==> src/rtl/sdram_bist.sv <==
// sdram_bist: memory built-in self-test engine for the SDRAM controller host port.
// For every enabled data pattern it writes the whole word-address range, then
// reads it back and compares each word, counting miscompares.
//
// Optional feature macro: SDRAM_BIST_ERR_LOG_EN
//   defined   -> first miscompare of a run is captured in first_err_addr/exp/got
//   undefined -> no capture registers; those three ports are tied to 0
//
// Host handshake: cs is the request (valid) and h_compl is the completion.
// cs is held with a stable h_addr/h_wr_en/h_wdata from the first cycle of an
// access until the cycle h_compl=1; in that cycle cs and h_bytesel already drop
// combinationally, so the controller never sees a second request for the
// same access. h_rdata is sampled only in the cycle h_compl=1.
//
// dbg_state exposes the FSM state encoding for external checkers.

module sdram_bist #(
  parameter int ADDR_WIDTH     = 30,
  parameter int DATA_WIDTH     = 32,
  parameter int ERR_CNT_WIDTH  = 16,
  parameter int TIMEOUT_CYCLES = 1024
) (
  input  logic                      clk,
  input  logic                      rst,
  input  logic                      start,
  input  logic                      stop_on_err,
  input  logic [3:0]                pat_mask,
  input  logic [ADDR_WIDTH-1:0]     start_addr,
  input  logic [ADDR_WIDTH-1:0]     end_addr,
  output logic                      cs,
  output logic [ADDR_WIDTH-1:0]     h_addr,
  output logic                      h_wr_en,
  output logic [DATA_WIDTH/8-1:0]   h_bytesel,
  output logic [DATA_WIDTH-1:0]     h_wdata,
  input  logic [DATA_WIDTH-1:0]     h_rdata,
  input  logic                      h_compl,
  input  logic                      h_config_done,
  output logic                      busy,
  output logic                      done,
  output logic                      pass,
  output logic                      timeout,
  output logic [ERR_CNT_WIDTH-1:0]  err_count,
  output logic [1:0]                cur_pattern,
  output logic [ADDR_WIDTH-1:0]     first_err_addr,
  output logic [DATA_WIDTH-1:0]     first_err_exp,
  output logic [DATA_WIDTH-1:0]     first_err_got,
  output logic [2:0]                dbg_state
);

  localparam int BW = DATA_WIDTH / 8;
  localparam int TW = $clog2(TIMEOUT_CYCLES + 1);
  // Modulo width for the walking-one shift: wide enough for the address and
  // for DATA_WIDTH itself.
  localparam int MW = (ADDR_WIDTH > 32) ? ADDR_WIDTH : 32;
  localparam logic [TW-1:0] TMO_LAST = TW'(TIMEOUT_CYCLES - 1);

  typedef enum logic [2:0] {
    S_IDLE     = 3'd0,
    S_WAIT_CFG = 3'd1,
    S_WRITE    = 3'd2,
    S_WR_INC   = 3'd3,
    S_READ     = 3'd4,
    S_RD_INC   = 3'd5,
    S_NEXT_PAT = 3'd6,
    S_DONE     = 3'd7
  } state_t;

  state_t                   state_q, state_d;
  logic [ADDR_WIDTH-1:0]    addr_q;
  logic [1:0]               pat_q;
  logic [3:0]               mask_q;
  logic [ADDR_WIDTH-1:0]    start_q;
  logic [ADDR_WIDTH-1:0]    end_q;
  logic                     stop_q;
  logic [ERR_CNT_WIDTH-1:0] err_q;
  logic                     tmo_flag_q;
  logic [TW-1:0]            tmo_cnt_q;

  logic                     start_ok;
  logic                     acc_state;
  logic                     tmo_hit;
  logic                     miscmp;
  logic                     last_addr;
  logic [DATA_WIDTH-1:0]    exp_data;
  logic [2:0]               first_pat;
  logic [2:0]               next_pat;

  // Data pattern for a given word address and pattern index.
  function automatic logic [DATA_WIDTH-1:0] pattern(input logic [ADDR_WIDTH-1:0] a,
                                                     input logic [1:0] p);
    logic [DATA_WIDTH-1:0] av;
    logic [DATA_WIDTH-1:0] chk;
    logic [MW-1:0]         sh;
    logic [DATA_WIDTH-1:0] r;
    av  = DATA_WIDTH'(a);
    sh  = MW'(a) % MW'(DATA_WIDTH);
    chk = '0;
    // Byte checkerboard: 8'haa where byte index bits 0 and 1 are equal.
    for (int i = 0; i < BW; i++) begin
      chk[8*i +: 8] = ((i % 4 == 0) || (i % 4 == 3)) ? 8'haa : 8'h55;
    end
    case (p)
      2'd0:    r = av + DATA_WIDTH'(1);
      2'd1:    r = av[0] ? ~chk : chk;
      2'd2:    r = ~(av + DATA_WIDTH'(1));
      default: r = DATA_WIDTH'(1) << sh;
    endcase
    return r;
  endfunction

  // Lowest enabled pattern with index >= lo; bit 2 of the result flags "found".
  function automatic logic [2:0] find_pat(input logic [3:0] m, input logic [2:0] lo);
    logic [2:0] r;
    r = '0;
    for (int i = 3; i >= 0; i--) begin
      if (m[i] && (3'(i) >= lo)) r = {1'b1, 2'(i)};
    end
    return r;
  endfunction

  assign start_ok  = ((state_q == S_IDLE) || (state_q == S_DONE)) && start;
  assign acc_state = (state_q == S_WRITE) || (state_q == S_READ);
  assign exp_data  = pattern(addr_q, pat_q);
  assign tmo_hit   = acc_state && !h_compl && (tmo_cnt_q == TMO_LAST);
  assign miscmp    = (state_q == S_READ) && h_compl && (h_rdata != exp_data);
  // Covers end_addr < start_addr as well: only start_addr is tested then.
  assign last_addr = (addr_q >= end_q);
  assign first_pat = find_pat(mask_q, 3'd0);
  assign next_pat  = find_pat(mask_q, {1'b0, pat_q} + 3'd1);

  // Next-state logic for the sweep sequencer.
  always_comb begin
    state_d = state_q;
    case (state_q)
      S_IDLE, S_DONE: begin
        if (start) state_d = (pat_mask == 4'd0) ? S_DONE : S_WAIT_CFG;
      end
      S_WAIT_CFG: begin
        if (h_config_done) state_d = S_WRITE;
      end
      S_WRITE: begin
        if (h_compl)      state_d = S_WR_INC;
        else if (tmo_hit) state_d = S_DONE;
      end
      S_READ: begin
        if (h_compl)      state_d = (miscmp && stop_q) ? S_DONE : S_RD_INC;
        else if (tmo_hit) state_d = S_DONE;
      end
      S_WR_INC:   state_d = last_addr ? S_READ : S_WRITE;
      S_RD_INC:   state_d = last_addr ? S_NEXT_PAT : S_READ;
      S_NEXT_PAT: state_d = next_pat[2] ? S_WRITE : S_DONE;
      default:    state_d = S_IDLE;
    endcase
  end

  // State register plus run configuration, address, pattern and status registers.
  always_ff @(posedge clk) begin
    if (rst) begin
      state_q    <= S_IDLE;
      addr_q     <= '0;
      pat_q      <= '0;
      mask_q     <= '0;
      start_q    <= '0;
      end_q      <= '0;
      stop_q     <= 1'b0;
      err_q      <= '0;
      tmo_flag_q <= 1'b0;
      tmo_cnt_q  <= '0;
    end else begin
      state_q <= state_d;
      // Per-access timer: runs only while an access stays pending, so it
      // restarts from zero on every entry to WRITE/READ.
      if (acc_state && (state_d == state_q)) tmo_cnt_q <= tmo_cnt_q + TW'(1);
      else                                   tmo_cnt_q <= '0;

      case (state_q)
        S_IDLE, S_DONE: begin
          if (start) begin
            mask_q     <= pat_mask;
            start_q    <= start_addr;
            end_q      <= end_addr;
            stop_q     <= stop_on_err;
            err_q      <= '0;
            tmo_flag_q <= 1'b0;
          end
        end
        S_WAIT_CFG: begin
          if (h_config_done) begin
            pat_q  <= first_pat[1:0];
            addr_q <= start_q;
          end
        end
        S_WRITE: begin
          if (tmo_hit) tmo_flag_q <= 1'b1;
        end
        S_READ: begin
          if (tmo_hit) tmo_flag_q <= 1'b1;
          if (miscmp && (err_q != '1)) err_q <= err_q + 1'b1;
        end
        S_WR_INC, S_RD_INC: begin
          addr_q <= last_addr ? start_q : addr_q + 1'b1;
        end
        S_NEXT_PAT: begin
          if (next_pat[2]) pat_q <= next_pat[1:0];
        end
        default: ;
      endcase
    end
  end

`ifdef SDRAM_BIST_ERR_LOG_EN
  logic [ADDR_WIDTH-1:0] fe_addr_q;
  logic [DATA_WIDTH-1:0] fe_exp_q;
  logic [DATA_WIDTH-1:0] fe_got_q;

  // Capture the first miscompare of the run; cleared by start.
  always_ff @(posedge clk) begin
    if (rst || start_ok) begin
      fe_addr_q <= '0;
      fe_exp_q  <= '0;
      fe_got_q  <= '0;
    end else if (miscmp && (err_q == '0)) begin
      fe_addr_q <= addr_q;
      fe_exp_q  <= exp_data;
      fe_got_q  <= h_rdata;
    end
  end

  assign first_err_addr = fe_addr_q;
  assign first_err_exp  = fe_exp_q;
  assign first_err_got  = fe_got_q;
`else
  assign first_err_addr = '0;
  assign first_err_exp  = '0;
  assign first_err_got  = '0;
`endif

  // Host port and status outputs; rst forces them low in the reset cycle so an
  // access in flight is dropped immediately.
  assign cs          = !rst && acc_state && !h_compl;
  assign h_bytesel   = {BW{cs}};
  assign h_wr_en     = !rst && (state_q == S_WRITE);
  assign h_wdata     = (!rst && (state_q == S_WRITE)) ? exp_data : '0;
  assign h_addr      = addr_q;
  assign busy        = !rst && (state_q != S_IDLE) && (state_q != S_DONE);
  assign done        = !rst && (state_q == S_DONE);
  assign pass        = done && (err_q == '0) && !tmo_flag_q;
  assign timeout     = tmo_flag_q;
  assign err_count   = err_q;
  assign cur_pattern = pat_q;
  assign dbg_state   = state_q;

endmodule

==> config.mk <==
export PLATFORM = sky130hd
export DESIGN_NAME = sdram_bist
export DESIGN_NICKNAME = d
export VERILOG_FILES = /design/src/rtl/sdram_bist.sv
export SDC_FILE = /design/constraint.sdc
export NUM_CORES = 1
export LEC_CHECK = 0
export ABC_AREA = 1
export BUFFER_PORTS_ARGS = -buffer_cell sky130_fd_sc_hd__buf_2
export CELL_PAD_IN_SITES_DETAIL_PLACEMENT = 1
export CELL_PAD_IN_SITES_GLOBAL_PLACEMENT = 2
export CORE_UTILIZATION = 30
export CTS_BUF_LIST = sky130_fd_sc_hd__clkbuf_4 sky130_fd_sc_hd__clkbuf_8
export CTS_CLUSTER_DIAMETER = 100
export DETAILED_ROUTE_END_ITERATION = 10
export PLACE_DENSITY_LB_ADDON = 0.1
export SLEW_MARGIN = 20
export SYNTH_ARGS = -nofsm -noshare
export SYNTH_HDL_FRONTEND = slang
export SYNTH_SLANG_ARGS = --single-unit
==> constraint.sdc <==
create_clock -name clk -period 6.95 [get_ports clk]
set_input_delay 0 -clock clk [delete_from_list [all_inputs] [get_ports clk]]
set_output_delay 0 -clock clk [all_outputs]
set_load 0.005 [all_outputs]
==> results of run 1 <==
layout make-up:
type                    instances  area (um^2)
inverters                     156          588
clock inverters                13          174
multi-input cells            1186         5810
well taps                     402          503
fillers                      4201        19900
flip-flops and latches        128         2560
repair buffers                272         1730
clock buffers                  19          255
metrics by stage:
| stage | hold WS, ns | utilization (%) | std cells | area (um^2) |
|---|---|---|---|---|
| CTS | 0.00454 | 36.8 | 2176 | 11600 |
| floorplan | 0.0609 | - | 1631 | 9970 |
| finish | -0.0127 | 36.8 | 2176 | 11600 |
| global route | 0.000617 | 36.8 | 2176 | 11600 |
| detailed placement | 0.232 | 33.3 | 2076 | 10500 |
| global placement | 0.229 | 33.3 | 2076 | 10500 |
layer usage:
metal | up-vias | track usage (%) | part of all wire, %
met4 | 0 | 5.42 | 1.6
met3 | 21 | 3.43 | 4.2
met1 | 4844 | 32.2 | 50
li1 | 5269 | - | -
met2 | 234 | 35.9 | 44
met5 | - | 0 | 0
cell usage after synthesis (3+ instances only):
master / n
a21oi_1: 163
a31oi_1: 3
buf_2: 6
buf_4: 105
clkbuf_1: 47
dfxtp_1: 128
ha_1: 39
inv_1: 153
nand2_1: 371
nand2_2: 3
nand2_4: 3
nand3_1: 119
nand3b_1: 25
nand4_1: 12
nor2_1: 142
nor2_4: 7
nor3_1: 20
nor4_1: 8
o211ai_1: 5
o21ai_0: 117
o21ai_1: 7
or2_2: 4
xnor2_1: 7
xor2_1: 20
cells by family (layout without fill, tap and decap cells):
logic type               count (synthesis)  in the layout  synth area share (%)
adder cells (fa/ha/maj)                 39             39                  5.07
flip-flops                             128            128                  26.6
buffers and inverters                  317            460                  16.6
XOR/XNOR                                27             27                  2.46
other                                    1             94                0.0390
AO/OA/AOI/OAI                          306            306                  16.5
AND/OR/NAND/NOR                        720            720                  32.6
registers in the layout (all words and copies together), names as in the netlist:
register and flops:
mask_q 4, tmo_cnt_q 11, cur_pattern 2, timeout 1, start_q 30, stop_q 1, dbg_state 3, err_count 16
h_addr 30, end_q 30
path summary, 6_finish.rpt:
path                   from            to  slack (ns)  cells past startpoint
max          cur_pattern[1]  err_count[4]        2.78                     15
min          start_addr[28]   start_q[28]       -0.01                      3
max reg2reg  cur_pattern[1]  err_count[4]        2.78                     15
min reg2reg     start_q[28]   start_q[28]        0.46                      2
power by group:
| part | switching, mW | leakage (nW) | internal [mW] |
|---|---|---|---|
| sequential | 0.167 | 1.05 | 0.899 |
| clock | 0.346 | 0.220 | 0.377 |
| combinational | 1.17 | 3.92 | 0.537 |
placed cells by master, fill, tap and decap left out, types with 2 or more instances in the layout:
master,instances
a21oi_1,163
a31oi_1,3
buf_2,194
buf_4,10
bufinv_16,3
clkbuf_8,18
clkinv_4,2
conb_1,94
dfxtp_1,128
dlygate4sd3_1,68
ha_1,39
inv_1,153
inv_2,2
inv_6,7
nand2_1,371
nand2_2,3
nand2_4,3
nand3_1,119
nand3_2,2
nand3b_1,25
nand4_1,12
nor2_1,141
nor2_2,2
nor2_4,8
nor3_1,20
nor3b_1,2
nor4_1,8
o211ai_1,5
o21ai_0,117
o21ai_1,7
o21bai_1,2
o22ai_1,2
o31ai_1,2
or2_2,4
xnor2_1,7
xor2_1,20
repair_timing:
action / CTS / global route
endpoints found under the hold margin: 70 / 0
setup buffers: 0 / 0
hold buffers: 68 / 0
worst max-delay path: cells and delay by family (launching register included):
kind	cells	cell delay (ns)
simple gates	10	1.80
compound gates	3	0.58
xor+xnor	1	0.16
flops	1	0.89
buf+inv	1	0.58
==> flow_summary.json, run 1 <==
{
  "status": "finished with violations",
  "violations": "negative hold slack",
  "first_global_vias": 10200,
  "io_pins": 289,
  "worst_ir_drop_vdd_v": 0.000121,
  "synth_area_leaders": "dfxtp_1, nand2_1, a21oi_1",
  "yosys_most_used_dff": "dfxtp_1",
  "drive_gt1_share_pct": 14.8,
  "required_ns": 7.25,
  "wl_um": 37200,
  "fin_skew_ns": 0.0216,
  "cpPeakStageDelay_ns": 0.89,
  "ys.warnings.count": 0,
  "worstSetupStartpointType": "flip-flop",
  "ctsHtreeMaxLevel": 4,
  "nets": 1902,
  "placement_rows": 65,
  "grt_pass1_wl_um": 58000,
  "pwr_density_cell_mw_per_mm2": 301,
  "cpMostUsedCell": "nand2_1",
  "ys_seq_area_share_pct": 26.6,
  "routed_via_density": 4.76,
  "ys_ff_latch": 128,
  "syn_area_mm2": 0.00962,
  "global_route.overflow_total": 0,
  "hold_viol_final": 1,
  "crit_arrival_ns": 4.46,
  "grt_start_max_net_pins": 86,
  "initial_utilization_pct": 30.5,
  "power_leakage_nw": 5.19,
  "die_w_um": 181,
  "cap_violations": 0,
  "cp_max_fo": 32,
  "relSlewSlack_pct": 36.3,
  "netlist_instances": 1538,
  "synth_top_cell_area_share_pct": 26.6,
  "timing.fmax_mhz": 240,
  "dpl_worst_slack_ns": 2.67,
  "critPathKind": "flip-flop to flip-flop",
  "cp_slowest_cell": "dfxtp_1",
  "totalPowerFinal_mw": 3.50,
  "coreArea_mm2": 0.0316,
  "worstSkewPairLatency_ns": 0.45,
  "synth_edf_count": 0,
  "setup_violations": 0,
  "setup_tns_ns": 0,
  "cts_buffers": 17,
  "wl_per_cell_um": 17.1,
  "period_share_pct": 59.9,
  "rsz0062_at_grt": "false",
  "ant_nets": 0,
  "diodes": 0,
  "route.vias.total": 10400,
  "dp_hpwl_um": 29000,
  "dieArea_mm2": 0.0328,
  "dr.pass1.iters": 4,
  "worstHoldPathType": "input pin to flip-flop",
  "fp.dieH_um": 181,
  "period_minus_slack_ns": 4.17,
  "cts.repair.resized": 0,
  "ys_types": 40,
  "cts_root_buf": "clkbuf_8",
  "tightestPinTransition_ns": 0.954,
  "cts_buffer_depth": 2,
  "cts_tree": "built",
  "drc": 0,
  "track_usage_pct": 22.7,
  "cp-end-kind": "flip-flop",
  "path_cells": "nand2_1 -> inv_1 -> nor2_1 -> o211ai_1 -> nand2_1 -> xor2_1 -> nand2_1 -> nor2_1 -> nand3_1 -> nor2_1 -> nand3_2 -> o211ai_4 -> nand2_4 -> nand2_1 -> a21oi_1",
  "cts.clk_slew.worst_paths_ns": 0.08,
  "hold_ws_ns": -0.0127,
  "syn_avg_cell_area_um2": 6.25,
  "async_flop_share_pct": 0,
  "cts.sinks": 128,
  "drt_iter0_markers": 458,
  "final_max_slew_viol_count": 0,
  "fin_ws_ns": 2.78,
  "routabilityCongestion": 0.854,
  "port_buffers": 194,
  "antenna_found_initial": 0,
  "yosysTopAreaCell": "dfxtp_1",
  "syn2layout_area_growth_pct": 20.8
}
No activity file was read; power rests on OpenSTA's default activity.
==> run 2, diff against run 1 <==
Settings changed: CORE_UTILIZATION 30 to 25.
Clock period 6.95 ns to 3.7 ns, I/O delays scaled along.
==> flow_summary.json, run 2 (synthesis results as in run 1) <==
{
  "drc": 0,
  "drt_iter0_markers": 562,
  "timing.rr.end": "err_count[1]",
  "cts_root_buf": "clkbuf_8",
  "dp_hpwl_um": 32300,
  "cap_violations": 0,
  "critPathKind": "flip-flop to flip-flop",
  "cts_buffers": 17,
  "initial_utilization_pct": 25.5,
  "io_pins": 289,
  "worstHoldPathType": "input pin to flip-flop",
  "dieArea_mm2": 0.0393,
  "setup_tns_ns": 0,
  "period_share_pct": 89.3,
  "ant_nets": 0,
  "place_area_mm2": 0.0109,
  "cts.clk_slew.worst_paths_ns": 0.08,
  "regArea_mm2": 0.00256,
  "relSlewSlack_pct": 39.7,
  "worstSetupStartpointType": "flip-flop",
  "routabilityCongestion": 0.842,
  "worstSkewPairLatency_ns": 0.46,
  "track_usage_pct": 20.9,
  "power_leakage_nw": 5.40,
  "cts.sinks": 128,
  "grt_start_max_net_pins": 101,
  "timing.fmax_mhz": 303,
  "ctsHtreeMaxLevel": 4,
  "first_global_vias": 10700,
  "wl_um": 40300,
  "crit_arrival_ns": 3.69,
  "fp.dieH_um": 198,
  "status": "complete, no violations",
  "multiInputGateArea_mm2": 0.00581,
  "cpPeakStageDelay_ns": 0.57,
  "grt_pass1_wl_um": 62100,
  "cpMostUsedCell": "nand2_1",
  "diodes": 0,
  "final_cell_mix": "nand2_1, buf_2, a21oi_1, inv_1, nor2_1",
  "routed_via_density": 4.59,
  "post_cts_buffers": 0,
  "route.vias.total": 10700,
  "hold_ws_ns": 0.297,
  "path_cells": "nand2_1 -> nor2_1 -> nand2_1 -> nor2_1 -> nand3_1 -> nand2_1 -> nand2_1 -> nand3_1 -> nand2_1 -> nand2_1 -> nand2_1 -> nor2_1 -> nand2_1 -> nor2_1 -> nand3_2 -> o211ai_4 -> buf_4 -> nand3_1 -> a21oi_1",
  "wl_per_cell_um": 17.3,
  "r2r-start": "h_addr[12]",
  "die_w_um": 198,
  "final-instance-count-excl-fill": 2330,
  "rsz0062_at_grt": "false",
  "cp-end-kind": "flip-flop",
  "global_route.overflow_total": 0,
  "pwr_density_cell_mw_per_mm2": 567,
  "nets": 1947,
  "worst_ir_drop_vdd_v": 0.000258,
  "dr.pass1.iters": 5,
  "hold_viol_final": 0,
  "final_common_cell": "nand2_1",
  "cts_tree": "built",
  "port_buffers": 194,
  "drive_gt1_share_pct": 16.7,
  "cp_max_fo": 16,
  "syn2layout_area_growth_pct": 26.1,
  "final.fill_count": 4941,
  "crit_cells": 19,
  "setup.worst_path.end": "err_count[1]",
  "fin_skew_ns": 0.0111,
  "required_ns": 4.08,
  "tightestPinTransition_ns": 0.904,
  "rrSetupSlack_ns": 0.40,
  "cp_slowest_cell": "dfxtp_1",
  "placement_rows": 71,
  "cts_buffer_depth": 2,
  "period_minus_slack_ns": 3.30,
  "final_max_slew_viol_count": 0,
  "finalInstanceArea_mm2": 0.0121,
  "coreArea_mm2": 0.0378,
  "cp_top_family": "simple AND/OR/NAND/NOR gates",
  "antenna_found_initial": 1,
  "setup_violations": 0,
  "dp_cells": 2224,
  "worstSetupStartpoint": "h_addr[12]",
  "crit_buf_inv": 1,
  "reg2regPathDepth": 19
}
## run 2: stage by stage
stage	power (mW)	setup WS, ns	util (%)
after detailed placement	5.48	0.262	29.0
after global placement	5.44	0.376	29.0
after CTS	6.98	0.238	32.1
after global routing	7.49	0.0438	32.1
after floorplan	4.14	1.12	-
final	6.88	0.397	32.1
## run 2: per-layer routing
metal  global-route usage [%]  vias up  share of wire [%]
met5                        0        -                  0
met4                     4.94        0                1.4
met3                     2.50       31                4.3
met2                     33.2      254                 45
met1                     29.7     5068                 50
li1                         -     5353                  -
## run 2: power breakdown
group	switching (mW)	internal [mW]
clock	0.630	0.770
combinational	2.41	1.15
sequential	0.232	1.69
total	3.27	3.61
## run 2: area by class of cell
type / count / share of cell area [%]
Multi-Input combinational cell: 1186 / 47.9
Sequential cell: 128 / 21.1
Timing Repair Buffer: 317 / 17.1
Tap cell: 511 / 5.27
Inverter: 156 / 4.85
Clock buffer: 19 / 2.16
Clock inverter: 13 / 1.53
## run 2: timing repair
action | in CTS | in global routing
hold buffers | 74 | 0
endpoints found under the hold margin | 71 | 0
setup endpoints to repair | 0 | 13
gates resized for setup | 0 | 1
## run 2: worst min path at each step
stage | to | slack, ns | startpoint | cells past startpoint
after floorplan | cs | 0.06 | h_compl | 1
after global placement | stop_q | 0.22 | stop_on_err | 3
after detailed placement | stop_q | 0.23 | stop_on_err | 3
after CTS | start_q[0] | 0.26 | start_addr[0] | 4
after global routing | end_q[0] | 0.31 | end_addr[0] | 4
final | end_q[0] | 0.30 | end_addr[0] | 4
## run 2: worst register-to-register path: stages (launching register included)
cell and delay [ns]:
dfxtp_1 0.57, nand2_1 0.17, nor2_1 0.22, nand2_1 0.12, nor2_1 0.14, nand3_1 0.11, nand2_1 0.12, nand2_1 0.06
nand3_1 0.19, nand2_1 0.11, nand2_1 0.08, nand2_1 0.08, nor2_1 0.11, nand2_1 0.06, nor2_1 0.22, nand3_2 0.22
o211ai_4 0.15, buf_4 0.26, nand3_1 0.10, a21oi_1 0.16
==> run 3, diff against run 2 <==
Settings changed: CORE_UTILIZATION 25 to 28.
Clock period 3.7 ns to 3.55 ns, I/O delays scaled along.
==> flow_summary.json, run 3 (synthesis results as in run 1) <==
{
  "port_buffers": 194,
  "cp_max_fo": 16,
  "fin_skew_ns": 0.0233,
  "worstHoldPathType": "input pin to flip-flop",
  "worstSkewPairLatency_ns": 0.48,
  "cap_violations": 0,
  "finalInstanceArea_mm2": 0.0120,
  "required_ns": 3.94,
  "diodes": 0,
  "cts_root_buf": "clkbuf_8",
  "track_usage_pct": 22.2,
  "ant_nets": 0,
  "dp_cells": 2161,
  "cts_buffers": 17,
  "path_cells": "ha_1 -> inv_1 -> nor2_4 -> nand2_2 -> o21ai_1 -> nand2_1 -> nand2_1 -> nand3_1 -> nand3b_1 -> nand2_1 -> nor2_1 -> nand3_1 -> nor2_1 -> nand3_2 -> o211ai_4 -> buf_4 -> nand3_1 -> a21oi_1",
  "global_route.overflow_total": 0,
  "final-instance-count-excl-fill": 2262,
  "fin_ws_ns": 0.337,
  "dpl_worst_slack_ns": 0.295,
  "first_global_vias": 10600,
  "cp-end-kind": "flip-flop",
  "routed_via_density": 4.68,
  "setup_violations": 0,
  "dr.pass1.iters": 5,
  "worst_ir_drop_vdd_v": 0.000255,
  "fp.dieH_um": 187,
  "period_share_pct": 90.5,
  "wl_per_cell_um": 17.2,
  "dieArea_mm2": 0.0351,
  "relSlewSlack_pct": 33.2,
  "worstSetupStartpointType": "flip-flop",
  "cp_slowest_cell": "dfxtp_1",
  "routabilityCongestion": 0.887,
  "coreArea_mm2": 0.0337,
  "hold_ws_ns": 0.319,
  "period_minus_slack_ns": 3.21,
  "rsz0062_at_grt": "false",
  "status": "complete, no violations",
  "cp_top_family": "simple AND/OR/NAND/NOR gates",
  "timing.fmax_mhz": 311,
  "place_area_mm2": 0.0109,
  "final_common_cell": "nand2_1",
  "final_max_slew_viol_count": 0,
  "io_pins": 289,
  "hold_viol_final": 0,
  "regArea_mm2": 0.00256,
  "cts.sinks": 128,
  "cts.clk_slew.worst_paths_ns": 0.07,
  "wl_met3_um": 1820,
  "wl_um": 38900,
  "die_w_um": 187,
  "drive_gt1_share_pct": 16.7,
  "grt_start_max_net_pins": 54,
  "cpPeakStageDelay_ns": 0.34,
  "drt-met1-wl_um": 19300,
  "dp_hpwl_um": 30900,
  "drc": 0,
  "syn2layout_area_growth_pct": 24.9,
  "drt_iter0_markers": 509,
  "grt_pass1_wl_um": 60700,
  "initial_utilization_pct": 28.5,
  "final_util_pct": 35.6,
  "crit_buf_inv": 2,
  "wl_met2_um": 17200,
  "critPathKind": "flip-flop to flip-flop",
  "post_cts_buffers": 0,
  "nets": 1943,
  "tightestPinTransition_ns": 1.00,
  "setup_tns_ns": 0,
  "crit_arrival_ns": 3.60,
  "cts_buffer_depth": 2,
  "ctsHtreeMaxLevel": 4,
  "cts_tree": "built",
  "antenna_found_initial": 1,
  "totalPowerFinal_mw": 7.10,
  "pwr_density_cell_mw_per_mm2": 591,
  "placement_rows": 67,
  "final_cell_mix": "nand2_1, buf_2, a21oi_1, inv_1, nor2_1",
  "top_layer": "met4",
  "final.fill_count": 4496,
  "power_leakage_nw": 5.40,
  "multiInputGateArea_mm2": 0.00581,
  "route.vias.total": 10600
}
[run 3: worst paths after layout]
kind	depth (start not counted)	from	slack [ns]	endpoint
min	4	end_addr[0]	0.32	end_q[0]
max	18	h_addr[0]	0.34	err_count[15]
min reg2reg	1	tmo_cnt_q[0]	0.46	tmo_cnt_q[0]
max reg2reg	18	h_addr[0]	0.34	err_count[15]
[run 3: layer usage]
| metal | vias to the layer above | GRT usage [%] |
|---|---|---|
| li1 | 5343 | - |
| met1 | 4978 | 30.9 |
| met2 | 236 | 35.7 |
| met3 | 29 | 3.64 |
| met4 | 0 | 5.26 |
| met5 | - | 0 |
[run 3: power breakdown]
group | leakage [nW] | switching (mW) | total [mW] | internal [mW]
clock | 0.208 | 0.623 | 1.35 | 0.730
sequential | 1.05 | 0.240 | 2.00 | 1.76
combinational | 4.15 | 2.52 | 3.74 | 1.22
total | 5.40 | 3.38 | 7.10 | 3.71
[run 3: cell type report]
type | count | area share [%]
clock buffers | 20 | 2.24
flip-flops and latches | 128 | 21.4
clock inverters | 11 | 1.16
inverters | 156 | 4.90
repair buffers | 313 | 17.3
well taps | 448 | 4.67
multi-input cells | 1186 | 48.4
[run 3: what timing repair did]
action                                  4_1_cts  5_1_grt
resized for setup                             0        2
endpoints found under the setup margin        0       16
hold endpoints to repair                     71        0
hold buffers                                 70        0
[run 3: tightest hold or removal path, cell delays in order]
cell           delay, ns
dlygate4sd3_1       0.51
buf_2               0.10
nor2_1              0.05
nor2_1              0.08
